$ cat config.mk
export PLATFORM = sky130hd
export DESIGN_NAME = i2s_rx_deser
export DESIGN_NICKNAME = d
export VERILOG_FILES = /design/src/rtl/i2s_rx_deser.sv
export SDC_FILE = /design/constraint.sdc
export NUM_CORES = 1
export LEC_CHECK = 0
export CAP_MARGIN = 15
export CORE_ASPECT_RATIO = 1.75
export CORE_UTILIZATION = 43
export CTS_CLUSTER_SIZE = 14
export DETAILED_ROUTE_END_ITERATION = 8
export HOLD_SLACK_MARGIN = 0.06
export PLACE_DENSITY = 0.77
export SKIP_LAST_GASP = 1
export SYNTH_ARGS = -nofsm -noshare
export SYNTH_HDL_FRONTEND = slang
export SYNTH_SLANG_ARGS = --single-unit
$ cat constraint.sdc
create_clock -name clk_in -period 1.55 [get_ports clk_in]
set_input_delay 0.31 -clock clk_in [delete_from_list [all_inputs] [get_ports clk_in]]
set_output_delay 0.31 -clock clk_in [all_outputs]
set_load 0.1 [all_outputs]
$ cat src/rtl/i2s_rx_deser.sv
// I2S receive deserializer: oversamples BCLK/LRCK/SDATA in the system clock
// domain and delivers each completed left/right sample pair with a valid pulse.
module i2s_rx_deser #(
  parameter int DATA_W      = 16,
  parameter int SYNC_STAGES = 2
) (
  input  logic              clk_in,
  input  logic              rst_n,
  input  logic              bclk,
  input  logic              lrck,
  input  logic              sdata,
  output logic [DATA_W-1:0] left_data,
  output logic [DATA_W-1:0] right_data,
  output logic              frame_valid,
  output logic              slot_err,
  output logic              locked
);

  localparam int CNT_W = $clog2(DATA_W + 1);
  localparam logic [CNT_W-1:0] CNT_FULL = CNT_W'(DATA_W);

  typedef enum logic {
    CH_LEFT  = 1'b0,
    CH_RIGHT = 1'b1
  } chan_e;

  logic [SYNC_STAGES-1:0] bclk_sync_q;
  logic [SYNC_STAGES-1:0] lrck_sync_q;
  logic [SYNC_STAGES-1:0] sdata_sync_q;
  logic                   bclk_dly_q;

  logic              prev_ws_q, prev_ws_d;
  chan_e             chan_q, chan_d;
  logic [CNT_W-1:0]  bit_cnt_q, bit_cnt_d;
  logic [DATA_W-1:0] shift_q, shift_d;
  logic              left_ok_q, left_ok_d;
  logic              locked_q, locked_d;
  logic [DATA_W-1:0] left_q, left_d;
  logic [DATA_W-1:0] right_q, right_d;
  logic              frame_valid_q, frame_valid_d;
  logic              slot_err_q, slot_err_d;

  logic bclk_s, ws, d, rise;

  // All three inputs share the same depth so LRCK/SDATA stay aligned with BCLK.
  always_ff @(posedge clk_in or negedge rst_n) begin
    if (!rst_n) begin
      bclk_sync_q  <= '0;
      lrck_sync_q  <= '0;
      sdata_sync_q <= '0;
      bclk_dly_q   <= 1'b0;
    end else begin
      bclk_sync_q  <= {bclk_sync_q[SYNC_STAGES-2:0], bclk};
      lrck_sync_q  <= {lrck_sync_q[SYNC_STAGES-2:0], lrck};
      sdata_sync_q <= {sdata_sync_q[SYNC_STAGES-2:0], sdata};
      bclk_dly_q   <= bclk_s;
    end
  end

  assign bclk_s = bclk_sync_q[SYNC_STAGES-1];
  assign ws     = lrck_sync_q[SYNC_STAGES-1];
  assign d      = sdata_sync_q[SYNC_STAGES-1];
  assign rise   = bclk_s & ~bclk_dly_q;

  // A WS change marks the I2S delay bit: close the old slot, open the new one.
  always_comb begin
    prev_ws_d     = prev_ws_q;
    chan_d        = chan_q;
    bit_cnt_d     = bit_cnt_q;
    shift_d       = shift_q;
    left_ok_d     = left_ok_q;
    locked_d      = locked_q;
    left_d        = left_q;
    right_d       = right_q;
    frame_valid_d = 1'b0;
    slot_err_d    = 1'b0;

    if (rise) begin
      if (ws != prev_ws_q) begin
        if (locked_q) begin
          if (bit_cnt_q == CNT_FULL) begin
            if (chan_q == CH_LEFT) begin
              left_d    = shift_q;
              left_ok_d = 1'b1;
            end else begin
              right_d = shift_q;
              if (left_ok_q) begin
                frame_valid_d = 1'b1;
                left_ok_d     = 1'b0;
              end
            end
          end else begin
            slot_err_d = 1'b1;
            left_ok_d  = 1'b0;
          end
        end
        bit_cnt_d = '0;
        chan_d    = chan_e'(ws);
        prev_ws_d = ws;
        locked_d  = 1'b1;
      end else if (locked_q && (bit_cnt_q < CNT_FULL)) begin
        shift_d   = {shift_q[DATA_W-2:0], d};
        bit_cnt_d = bit_cnt_q + 1'b1;
      end
    end
  end

  // Capture is enabled exactly from the first transition, so locked doubles as the capturing flag.
  always_ff @(posedge clk_in or negedge rst_n) begin
    if (!rst_n) begin
      prev_ws_q     <= 1'b0;
      chan_q        <= CH_LEFT;
      bit_cnt_q     <= '0;
      shift_q       <= '0;
      left_ok_q     <= 1'b0;
      locked_q      <= 1'b0;
      left_q        <= '0;
      right_q       <= '0;
      frame_valid_q <= 1'b0;
      slot_err_q    <= 1'b0;
    end else begin
      prev_ws_q     <= prev_ws_d;
      chan_q        <= chan_d;
      bit_cnt_q     <= bit_cnt_d;
      shift_q       <= shift_d;
      left_ok_q     <= left_ok_d;
      locked_q      <= locked_d;
      left_q        <= left_d;
      right_q       <= right_d;
      frame_valid_q <= frame_valid_d;
      slot_err_q    <= slot_err_d;
    end
  end

  assign left_data   = left_q;
  assign right_data  = right_q;
  assign frame_valid = frame_valid_q;
  assign slot_err    = slot_err_q;
  assign locked      = locked_q;

endmodule

# Word-level counts from Yosys, hierarchy flattened
# Index checks and enable logic that the tools add are counted.
word_totals:
  inputBits: 5
  word_cells: 43
  ff_bits: 65
  out_inout_bits: 35
op_classes:
  reduce_logical: 8
  n_bitwise: 4
  order_cmp: 1
  n_eq_ne: 2
  muxes: 14
  n_addsub: 1
op_table:
  columns: ["operator", "n"]
  rows:
  - ["$mux W1", 12]
  - ["$mux W5", 2]
  - ["$reduce_and A5 Y1", 2]
  - ["$reduce_and A3 Y1", 2]
  - ["$add A5 B1 Y5 const B", 1]
  - ["$eq A5 B5 Y1 const B", 1]
  - ["$lt A5 B5 Y1 const B", 1]
  - ["$reduce_and A2 Y1", 2]
  - ["$not A1 Y1", 3]
  - ["$reduce_bool A2 Y1", 1]
  - ["$and A1 B1 Y1", 1]
  - ["$logic_and A1 B1 Y1", 1]
  - ["$ne A1 B1 Y1", 1]

# Depth between registers and ports, before layout
# Gate-level depths: netlist of the first run.
logic_depth:
  word_depth: 6
  ltp_mapped: 6
  mapped_depth_nobuf: 5

# Worst setup path before layout of the first run
# No wires, ideal clock.
synth_path:
  path_type: "register to register"
  start: "register locked_q (netlist: locked)"
  end: "register right_q[10] (netlist: right_data[10])"
  n_path_buf: 1
  setup_slack_ns: -0.545
  t_arrival_ns: 1.970
  synth_period_minus_slack_ns: 2.095
  t_required_ns: 1.425
  setup_time_ns: 0.125
  path_stages_with_launch: 5
  cell_sequence: "dfrtp_1 > and3b_1 > nand4b_4 > buf_6 > mux2_4"
synth_via:
  elab_chain_cells: 1
synth_lines:
  columns: ["item", "line_no", "text"]
  rows:
  - ["start: declaration", "37", "logic locked_q, locked_d;"]
  - ["start signal: assignment", "127", "locked_q <= locked_d;"]
  - ["$reduce_and A5 Y1 (no source line)", null, null]
  - ["end signal: assignment", "129", "right_q <= right_d;"]
  - ["end: declaration", "39", "logic [DATA_W-1:0] right_q, right_d;"]
# Every way passes these cells.
# A chain may end at the register's enable or synchronous reset.

# Worst setup path after layout of the first run
layout_path:
  start: "register bit_cnt_q[0]"
  end: "register right_q[13] (netlist: right_data[13])"
layout_via:
  elab_chain_cells: 2
layout_lines:
  columns: ["item", "line_no", "text"]
  rows:
  - ["start: declaration", "34", "logic [CNT_W-1:0] bit_cnt_q, bit_cnt_d;"]
  - ["start signal: assignment", "124", "bit_cnt_q <= bit_cnt_d;"]
  - ["$eq A5 B5 Y1", "81", "if (bit_cnt_q == CNT_FULL) begin"]
  - ["$reduce_and A5 Y1 (no source line)", null, null]
# Every way passes these cells.

==> results of run 1 <==
## registers in the layout, summed over array words and instances (netlist names)
register / flops
left_data: 16
left_ok_q: 1
slot_err: 1
locked: 1
lrck_sync_q: 2
shift_q: 16
sdata_sync_q: 2
bit_cnt_q: 5
frame_valid: 1
bclk_sync_q: 2
bclk_dly_q: 1
right_data: 16
chan_q: 1
## power groups by stage
stage | Combinational [mW] | Clock, mW | Sequential [mW]
floorplan | 0.203 | 0 | 1.94
global placement | 0.346 | 0 | 1.95
detailed placement | 0.360 | 0 | 1.96
CTS | 0.376 | 1.32 | 1.93
global route | 0.441 | 1.39 | 1.95
finish | 0.394 | 1.28 | 1.93
## metal layers
metal  wire length, µm  part of all wire [%]  global-route usage, %
met1              1770                    37                   19.7
met2              2770                    58                   29.1
met3               172                   3.6                   5.32
met4                89                   1.9                   9.25
met5                 0                     0                      0
## stage by stage
stage | cells | setup TNS [ns] | total power, mW | worst slack [ns] | area [µm²]
after global placement | 286 | -0.0622 | 2.30 | -0.00569 | 3540
after global routing | 305 | -2.94 | 3.78 | -0.118 | 3760
after detailed placement | 286 | -0.792 | 2.32 | -0.0469 | 3540
after floorplan | 161 | -2.13 | 2.14 | -0.121 | 2600
after CTS | 304 | -0.849 | 3.63 | -0.0528 | 3740
final | 305 | -1.21 | 3.60 | -0.0639 | 3760
## kinds of logic (layout without fill, tap and decap cells)
group / after synthesis / count (layout)
xor gates and xnor gates: 3 / 3
AOI/OAI and AO/OA: 9 / 9
adders and majority gates: 2 / 2
buffers and inverters: 12 / 78
DFF: 65 / 65
muxes: 49 / 49
and+or+nand+nor: 21 / 21
## critical path, stage by stage (launching register included)
cell                       delay (ns)
sky130_fd_sc_hd__dfrtp_1         0.40
sky130_fd_sc_hd__inv_2           0.09
sky130_fd_sc_hd__ha_4            0.12
sky130_fd_sc_hd__and4bb_4        0.28
sky130_fd_sc_hd__nand4b_4        0.14
sky130_fd_sc_hd__buf_12          0.18
sky130_fd_sc_hd__mux2_4          0.30
## what timing repair did
| action | 4_1_cts | 5_1_grt |
|---|---|---|
| endpoints found under the setup margin | 32 | 32 |
| hold buffers | 1 | 0 |
| gates resized for setup | 3 | 2 |
| hold endpoints to repair | 12 | 0 |
| setup buffers | 1 | 1 |
## synth_stat cells
cell,count,area share [%]
sky130_fd_sc_hd__o22ai_1,2,0.48
sky130_fd_sc_hd__nor2_1,2,0.29
sky130_fd_sc_hd__nor2b_1,3,0.73
sky130_fd_sc_hd__and3b_1,1,0.34
sky130_fd_sc_hd__buf_2,4,0.77
sky130_fd_sc_hd__xor2_1,1,0.34
sky130_fd_sc_hd__nand3_1,5,0.97
sky130_fd_sc_hd__mux2i_1,1,0.39
sky130_fd_sc_hd__mux2_4,18,10
sky130_fd_sc_hd__and4bb_4,1,0.63
sky130_fd_sc_hd__and2b_1,1,0.29
sky130_fd_sc_hd__nor3_1,1,0.19
sky130_fd_sc_hd__o2111ai_1,1,0.34
sky130_fd_sc_hd__buf_6,2,0.87
sky130_fd_sc_hd__xnor2_2,1,0.63
sky130_fd_sc_hd__o21a_1,1,0.29
sky130_fd_sc_hd__o21ai_0,4,0.77
sky130_fd_sc_hd__a21o_1,1,0.29
sky130_fd_sc_hd__mux2_2,30,13
sky130_fd_sc_hd__nand3b_1,1,0.29
sky130_fd_sc_hd__inv_1,6,0.87
sky130_fd_sc_hd__xnor2_1,1,0.34
sky130_fd_sc_hd__ha_1,2,0.97
sky130_fd_sc_hd__nand2_1,3,0.44
sky130_fd_sc_hd__dfrtp_1,65,63
sky130_fd_sc_hd__nand2b_1,1,0.24
sky130_fd_sc_hd__nand4b_4,2,1.8
## cell type report
cell class	count	share of cell area [%]
clock buffers	10	3.66
clock inverters	6	1.10
inverters	6	0.599
multi-input cells	84	24.2
flip-flops and latches	65	43.4
well taps	78	2.60
repair buffers	56	24.5
## worst paths after layout
path                                     startpoint                    endpoint  slack (ns)  cells past startpoint
max                        bit_cnt_q[0]$_DFFE_PN0P_  right_data[13]$_DFFE_PN0P_       -0.06                      6
min                        bclk_sync_q[0]$_DFF_PN0_    bclk_sync_q[1]$_DFF_PN0_        0.35                      0
max reg2reg                bit_cnt_q[0]$_DFFE_PN0P_  right_data[13]$_DFFE_PN0P_       -0.06                      6
min reg2reg                bclk_sync_q[0]$_DFF_PN0_    bclk_sync_q[1]$_DFF_PN0_        0.35                      0
max in group asynchronous                     rst_n          locked$_DFFE_PN0P_        0.61                      3
min in group asynchronous                     rst_n  right_data[10]$_DFFE_PN0P_        0.40                      2
==> impl_summary.txt, run 1 <==
----------------------------------------------------
[Outcome]
  Status ... finished with violations
  Failing checks ... negative setup slack

[GRT]
  GRT overflow ... 0
  Overall global routing resource usage ... ~18%
  Largest net degree at the start of global routing ... 40
  Number of antenna violations at the first check in global routing ... 0
  Vias in the first global route ... 1,573
  Global-route wire length before repair ... 7920 µm

[CTS]
  Root Buffer Master ... sky130_fd_sc_hd__clkbuf_8
  Number of H-tree branching levels ... 3
  Max Buffers Root-to-Sink ... 2
  Number of sinks handled by clock tree synthesis ... 65
  Worst-Skew Late Latency ... around 0.34 ns
  TritonCTS clock tree ... yes
  Register clock-pin slew on the reported worst setup and hold paths ... 0.07 ns
  CTS Buf Count ... 9

[Yosys]
  Post-synthesis sequential element count ... 65
  Synthesized-area fraction occupied by ao, oa, aoi and oai cells ... 2.18%
  Netlist cell types ... 27
  Number of warnings printed during yosys synthesis ... 0
  Dominant combinational cell family by area after synthesis ... multiplexers
  Post-synthesis simple-gate area fraction ... between 6 and 7%
  Multiplexer share of the synthesized area ... 23.9%
  Adder-Cell Fraction of Synth Area ... 0.968%
  Total nets after synthesis ... 168
  Post-synthesis instance total ... 161
  Avg Inst Size Synth ... 16.1 µm²
  Share of synthesized area occupied by flip-flops and latches ... 62.9%
  Cell Area, Synth ... 0.00259 mm²
  Post-synthesis share of cell area spent on xor and xnor gates ... 1.31%

[Power]
  Switching portion of total power ... 26.0%
  Worst voltage drop across the vdd grid ... 0.000834 V
  Reported leakage power ... 1.89 nW
  Comb pwr share ... 10.9%
  Clock power share ... 35.6%
  Fraction of power consumed by sequential logic ... 53.5%
  Psw ... 935 µW
  Power density over the cells ... between 900 and 1000 mW/mm²
  Cell-internal power ... roughly 2.7 mW

[Cells and area]
  Synth-to-layout area growth ... 45.3%
  Leading cell type in the layout, fill and taps excluded ... sky130_fd_sc_hd__dfrtp_1
  Post-layout utilization of the core ... approximately 64%
  Fill cell instance count of the final layout ... around 430
  Footprint of the multi-input gates ... 908 µm²
  Number of antenna repair diodes ... 0
  Net count of the finished layout ... 229
  Top library cells by usage in the layout, fill and taps aside ... sky130_fd_sc_hd__dfrtp_1, sky130_fd_sc_hd__buf_12, sky130_fd_sc_hd__mux2_2
  Register area ... 0.00163 mm²
  Ratio of cells with drive above 1 in the final layout ... 55.1%

[Timing]
  Slew of the pin with the lowest slew margin ... 0.342 ns
  Skew final ... between 0.007 and 0.008 ns
  Number of pins exceeding their max-slew limit in the final report ... 0
  Final hold violation count ... 0
  Final Critical Period ... 1.61 ns
  Unrepaired setup endpoints after global routing ... yes
  Rel. slew slack ... 77.2%
  Worst setup margin ... -0.0639 ns
  Setup-failing EPs final ... 31
  Final hold slack ... between 0.3 and 0.4 ns
  Fin crit share ... 104%
  Max Clk Rate ... 0.620 GHz

[Flow run]
  Max-cap violations ... 0

[Route]
  Ratio of routed vias to standard cells ... 4.89
  Wire length per cell ... 15.7 µm
  Iter 0 DRT Violations ... 39
  Wire length after detailed routing ... ~4800 µm
  Pre-antenna DRT Iters ... 4
  Antenna violation net count after detailed routing ... 0
  Vias ... 1,492
  DRC errors left ... 0

[Setup path]
  Critical Path End Type ... register
  Kind of critical path ... reg -> reg
  Crit path arrival time ... 1.83 ns
  Critical path data required time ... 1.77 ns
  Worst Path Max Fanout ... 13
  Worst setup SP type ... register

[Placed design]
  HPWL after DPL ... 3450 µm
  Last weighted congestion value of the routability-driven placer ... between 0.7 and 0.8
  Port buffer count ... 39

[Floorplanning]
  Site Rows ... 37
  Height of the chip ... 105 µm
  Die ar. ... 0.00634 mm²
  Std-Cell Core Area ... 0.00583 mm²
  Starting Density ... 44.3%
  Total I/O pin count ... 40
  Die Wd ... between 60 and 70 µm

[Min path]
  Type of the tightest min-delay check ... reg -> reg

----------------------------------------------------
No activity file was read; power rests on OpenSTA's default activity.
==> run 2, diff against run 1 <==
--- a/config.mk
+++ b/config.mk
@@ -13,6 +13,7 @@
 export HOLD_SLACK_MARGIN = 0.06
 export PLACE_DENSITY = 0.77
 export SKIP_LAST_GASP = 1
+export SLEW_MARGIN = 20
 export SYNTH_ARGS = -nofsm -noshare
 export SYNTH_HDL_FRONTEND = slang
 export SYNTH_SLANG_ARGS = --single-unit
==> results of run 2 <==
The final DEF is identical to that of run 1; final timing and power are the same.
==> variant 1: new RTL, settings of run 2 <==
`SYNC_STAGES`: 2 -> 4.
--- a/src/rtl/i2s_rx_deser.sv
+++ b/src/rtl/i2s_rx_deser.sv
@@ -4,3 +4,3 @@
   parameter int DATA_W      = 16,
-  parameter int SYNC_STAGES = 2
+  parameter int SYNC_STAGES = 4
 ) (
Formal check against the unedited RTL: not equivalent (a bounded check fails within 4 cycles, from zero or initial values and one cycle with rst_n low).
==> variant 1 against run 2 <==
  * Routed wire length rose by 15%
  * Design area rose by 9.2%
  * Final cell count rose by 3.9%
  * Global-route usage rose by 0.86 points
  * The run still ends with negative setup slack left
  * Critical endpoint is now right_data[12]
  * Worst setup slack got worse by 0.21 ns
  * Critical path type unchanged
  * Total power rose by 20%
  * Area after synthesis rose by 2.0%
  * Core utilization rose by 5.3 points
  * Critical path depth rose by 1
  * Sequential cell count rose by 6
  * Count of clock-buffer cells in the layout did not move
==> variant 1: results (changes against run 2) <==
nFillCells: 379  # -12%
cp.arrival_ns: 2.05  # +0.22 ns
final-nonclk-buf-share_pct: 24.5  # +0.052 points
gp_congestion: 0.814  # +14%
synthTopCellsByArea: "dfrtp_1 (67%), mux2_2 (20%), nor4_4 (1.6%), ha_1 (0.95%), o21ai_0 (0.76%)"
grtUsageMet1_pct: 21.2  # +1.5 points
buffers: 66  # +18%
wl_mm: 5.52  # +15%
postCtsResizedCells: 9  # +6
ys_seq_area_share_pct: 67.4  # +4.5 points
grt_max_degree: 72  # +80%
synth_cell_types: 29  # +7.4%
placed_cell_area_um2: 3640  # +3.0%
clock_area_share_pct: 5.77  # +1.0 points
finalClockSkew_ns: 0.00914  # +0.00130 ns
wl_met2_mm: 3.17  # +14%
wl_met3_um: 167  # -2.9%
synthMuxAreaShare_pct: 20.9  # -3.0 points
drt_iter0_markers: 45  # +15%
post_cts.repair.setup_buffers: 2  # +1
outcome: "finished, violations left"
p_leak_nw: 1.90  # +0.85%
max_slew_margin_pct: 75.6  # -1.6 points
finalSetupViolCount: 49  # +58%
multiInputGateArea_um2: 962  # +5.9%
synthesis.nets: 169  # +0.60%
wirelength_met1_mm: 2.08  # +18%
setup_slack_ns: -0.275  # -0.211 ns
synthAdderAreaFrac_pct: 0.949  # -0.019 points
synth_cells: 162  # +0.62%
vdd_ir_drop_max_uv: 683  # -18%
dp_hpwl_mm: 3.25  # -5.9%
seq_share_pct: 43.4  # about the same
synth_xor_area_share_pct: 1.28  # -0.025 points
p_switching_mw: 1.02  # +9.5%
cp_max_fo: 8  # -5
use_met3_pct: 6.13  # +0.81 points
ys_ff_latch: 71  # +9.2%
place_inst: 292  # +2.1%
inv_count: 5  # -1
pwr-share-seq_pct: 49.1  # -4.4 points
powerDensity_nw_per_um2: 1060  # +10%
final_nets: 241  # +5.2%
violations: "negative setup slack"
multi_input_gates: 81  # -3.6%
synthTopCellsByCount: "dfrtp_1 (71), mux2_2 (48), inv_1 (5), o21ai_0 (4)"
preCtsSetupSlack_ns: -0.294  # -0.247 ns
variant 1: cell types whose count changed in the layout (fill, tap and decap cells not counted), sizes merged, moves of 2 or more:
cell / before / now
buf: 52 / 61
dfrtp: 65 / 71
bufinv: 0 / 3
inv: 8 / 5
nor4: 0 / 3
nand2: 3 / 1
nand2b: 1 / 3
nand3: 5 / 3
nand4b: 2 / 0
nor2: 2 / 0
variant 1: final timing paths:
path | end | cells after the start | slack [ns] | start
max | right_data[12] | 7 | -0.28 | bit_cnt_q[1]
max reg2reg | right_data[12] | 7 | -0.28 | bit_cnt_q[1]
min reg2reg | bclk_sync_q[1] | 0 | 0.35 | bclk_sync_q[0]
min | bclk_sync_q[1] | 0 | 0.35 | bclk_sync_q[0]
min in group asynchronous | bclk_sync_q[3] | 3 | 0.50 | rst_n
max in group asynchronous | locked | 3 | 0.73 | rst_n
==> variant 2: new RTL, flow settings as in run 2 <==
Made on the original files. Remove the register `frame_valid_q`: a continuous assignment takes its place, so the output `frame_valid` follows one clock earlier.
--- a/src/rtl/i2s_rx_deser.sv
+++ b/src/rtl/i2s_rx_deser.sv
@@ -118,3 +118,2 @@
       right_q       <= '0;
-      frame_valid_q <= 1'b0;
       slot_err_q    <= 1'b0;
@@ -129,3 +128,2 @@
       right_q       <= right_d;
-      frame_valid_q <= frame_valid_d;
       slot_err_q    <= slot_err_d;
@@ -133,2 +131,4 @@
   end
+
+  assign frame_valid_q = frame_valid_d;
 
Behaviour: no difference found for any inputs over 10 cycles, from zero or initial values and one cycle with rst_n low; that may be too few to reach the edited logic, so the function may still have changed.
==> variant 2 against run 2 <==
  * The flow still finishes with violations (negative setup slack)
  * Final cell count rose by 5.6%
  * Routed wire length rose by 25%
  * Worst setup slack got worse by 0.39 ns
  * Via count rose by 8.8%
  * Maximum frequency fell by 20%
  * First-iteration DRC count fell by 51%
  * Global-route usage rose by 3.4 points
  * Sequential cell count fell by 1
  * Total power rose by 5.1%
  * Design area rose by 5.6%
  * Clock skew rose by 0.0032 ns
  * Area after synthesis fell by 0.97%
==> variant 2: results (changes against run 2) <==
final_nets: 248  # +8.3%
reg2reg_depth: 13  # +7
setup_slack_ns: -0.458  # -0.394 ns
p_leak_nw: 1.98  # +4.9%
synthesis.nets: 167  # -0.60%
vdd_ir_drop_max_uv: 916  # +9.9%
fin_cells: 322  # +5.6%
cts_buffers: 9  # unchanged
htreeDepth: 3  # unchanged
cts_root_buffer: "clkbuf_8"
violations: "negative setup slack"
hold_depth: 0  # unchanged
grt_pass1_vias: 1795  # +14%
grt_pass1_wl_mm: 9.26  # +17%
ys_seq_area_share_pct: 62.5  # -0.36 points
ys_warn_count: 0  # unchanged
dp_hpwl_mm: 3.37  # -2.4%
p_switching_mw: 1.03  # +9.9%
antenna_found_initial: 0  # unchanged
cp_max_fo: 2  # -11
antenna_cells: 0  # unchanged
firstDrtPassIters: 4  # unchanged
tns_ns: -13.78  # -12.57 ns
regToRegSetupSlack_ns: -0.46  # -0.39 ns
grt_max_degree: 65  # +63%
hp-start: "lrck_sync_q[0]"
synthTopCellsByArea: "dfrtp_1 (63%), mux2_2 (13%), mux2_4 (11%), nand4b_4 (1.9%), ha_1 (0.98%)"
gp_congestion: 0.855  # +19%
placed_cell_area_um2: 3520  # -0.50%
r2r_start: "bit_cnt_q[0]"
clk_latency_ns: 0.34  # about the same
finalClockSkew_ns: 0.0111  # +0.00323 ns
nFillCells: 372  # -14%
drive_gt1_share_pct: 60.6  # +5.5 points
place_inst: 285  # -0.35%
worst_r2r_endpoint: "bit_cnt_q[0]"
cp.arrival_ns: 2.23  # +0.40 ns
ys_dominant_reg_cell: "dfrtp_1"
synthArstFlopShare_pct: 100  # unchanged
routedWlPerCell_um: 18.6  # +18%
drt_iter0_markers: 19  # -51%
clk_pin_slew_ns: 0.07  # about the same
cts_buffer_depth: 2  # unchanged
worst_pin_slew_ns: 0.349  # +0.00717 ns
synth_cell_types: 27  # unchanged
synthTopCellsByCount: "dfrtp_1 (64), mux2_2 (30), mux2_4 (18), inv_1 (6), nand3_1 (5)"
groute.usage.overall_pct: 21.0  # +3.4 points
hold_end: "lrck_sync_q[1]"
finalSetupViolCount: 54  # +74%
hold-worst-slack_ns: 0.350  # +0.000353 ns
port_buffers: 39  # unchanged
viasPerCell: 5.04  # +3.1%
synth_cells: 160  # -0.62%
outcome: "finished, violations left"
hold_path.class: "reg -> reg"
==> variant 2: timing repair <==
item / CTS / global route
endpoints found under the setup margin: 49 / 55
hold endpoints to repair: 64 / 0
buffers inserted: 16 / 3
cloned: 2 / 0
hold buffers: 1 / 0
resized for setup: 11 / 8
pin swaps: 3 / 1
==> variant 2: final cells by class <==
class / count / area (µm²) / share of cell area, %
flip-flops and latches: 64 / 1610 / 40.5
repair buffers: 76 / 1120 / 28.3
multi-input cells: 84 / 940 / 23.7
clock buffers: 10 / 138 / 3.47
well taps: 76 / 95.1 / 2.40
clock inverters: 6 / 42.5 / 1.07
inverters: 6 / 22.5 / 0.568
==> variant 2: stage by stage <==
step | utilization, % | setup WS (ns)
6_report | 69.9 | -0.458
3_3_place_gp | 62.0 | -0.0834
5_1_grt | 69.9 | -0.490
3_5_place_dp | 62.0 | -0.132
2_1_floorplan | - | -0.524
4_1_cts | 69.2 | -0.377
==> variant 2: cells by family after synthesis <==
kind of cell,share of synthesized area [%]
flops,62.5
mux,24.1
simple gates,6.30
buf+inv,2.54
compound gates,2.20
xor+xnor,1.32
fa+ha+maj,0.977
==> variant 2: how the worst max path moves through the flow <==
| stage | from | to | slack, ns | depth (start not counted) |
|---|---|---|---|---|
| 2_1_floorplan | locked | frame_valid | -0.52 | 4 |
| 3_3_place_gp | bit_cnt_q[0] | right_data[8] | -0.08 | 6 |
| 3_5_place_dp | bit_cnt_q[0] | right_data[7] | -0.13 | 6 |
| 4_1_cts | bit_cnt_q[1] | frame_valid | -0.38 | 6 |
| 5_1_grt | bit_cnt_q[0] | frame_valid | -0.49 | 6 |
| 6_report | bit_cnt_q[0] | bit_cnt_q[0] | -0.46 | 13 |
==> variant 2: critical path: stages (launching register included) <==
cell     delay (ns)
dfrtp_1        0.38
inv_2          0.08
buf_6          0.11
buf_4          0.12
buf_4          0.12
buf_4          0.12
buf_4          0.12
buf_4          0.12
buf_4          0.12
buf_4          0.12
buf_4          0.11
buf_4          0.12
buf_4          0.13
mux2i_1        0.11
==> variant 2: power groups by stage <==
stage	clock [mW]	sequential (mW)	combinational (mW)
floorplan	0	1.91	0.203
global placement	0	1.93	0.348
detailed placement	0	1.93	0.362
CTS	1.31	1.91	0.522
global route	1.38	1.93	0.626
finish	1.29	1.91	0.586
==> variant 2: per-layer routing <==
| layer | global-route usage [%] | vias up | share of wire (%) |
|---|---|---|---|
| li1 | - | 718 | - |
| met1 | 21.0 | 836 | 34 |
| met2 | 36.6 | 50 | 59 |
| met3 | 5.60 | 20 | 3.4 |
| met4 | 12.5 | 0 | 3.8 |
| met5 | 0 | - | 0 |
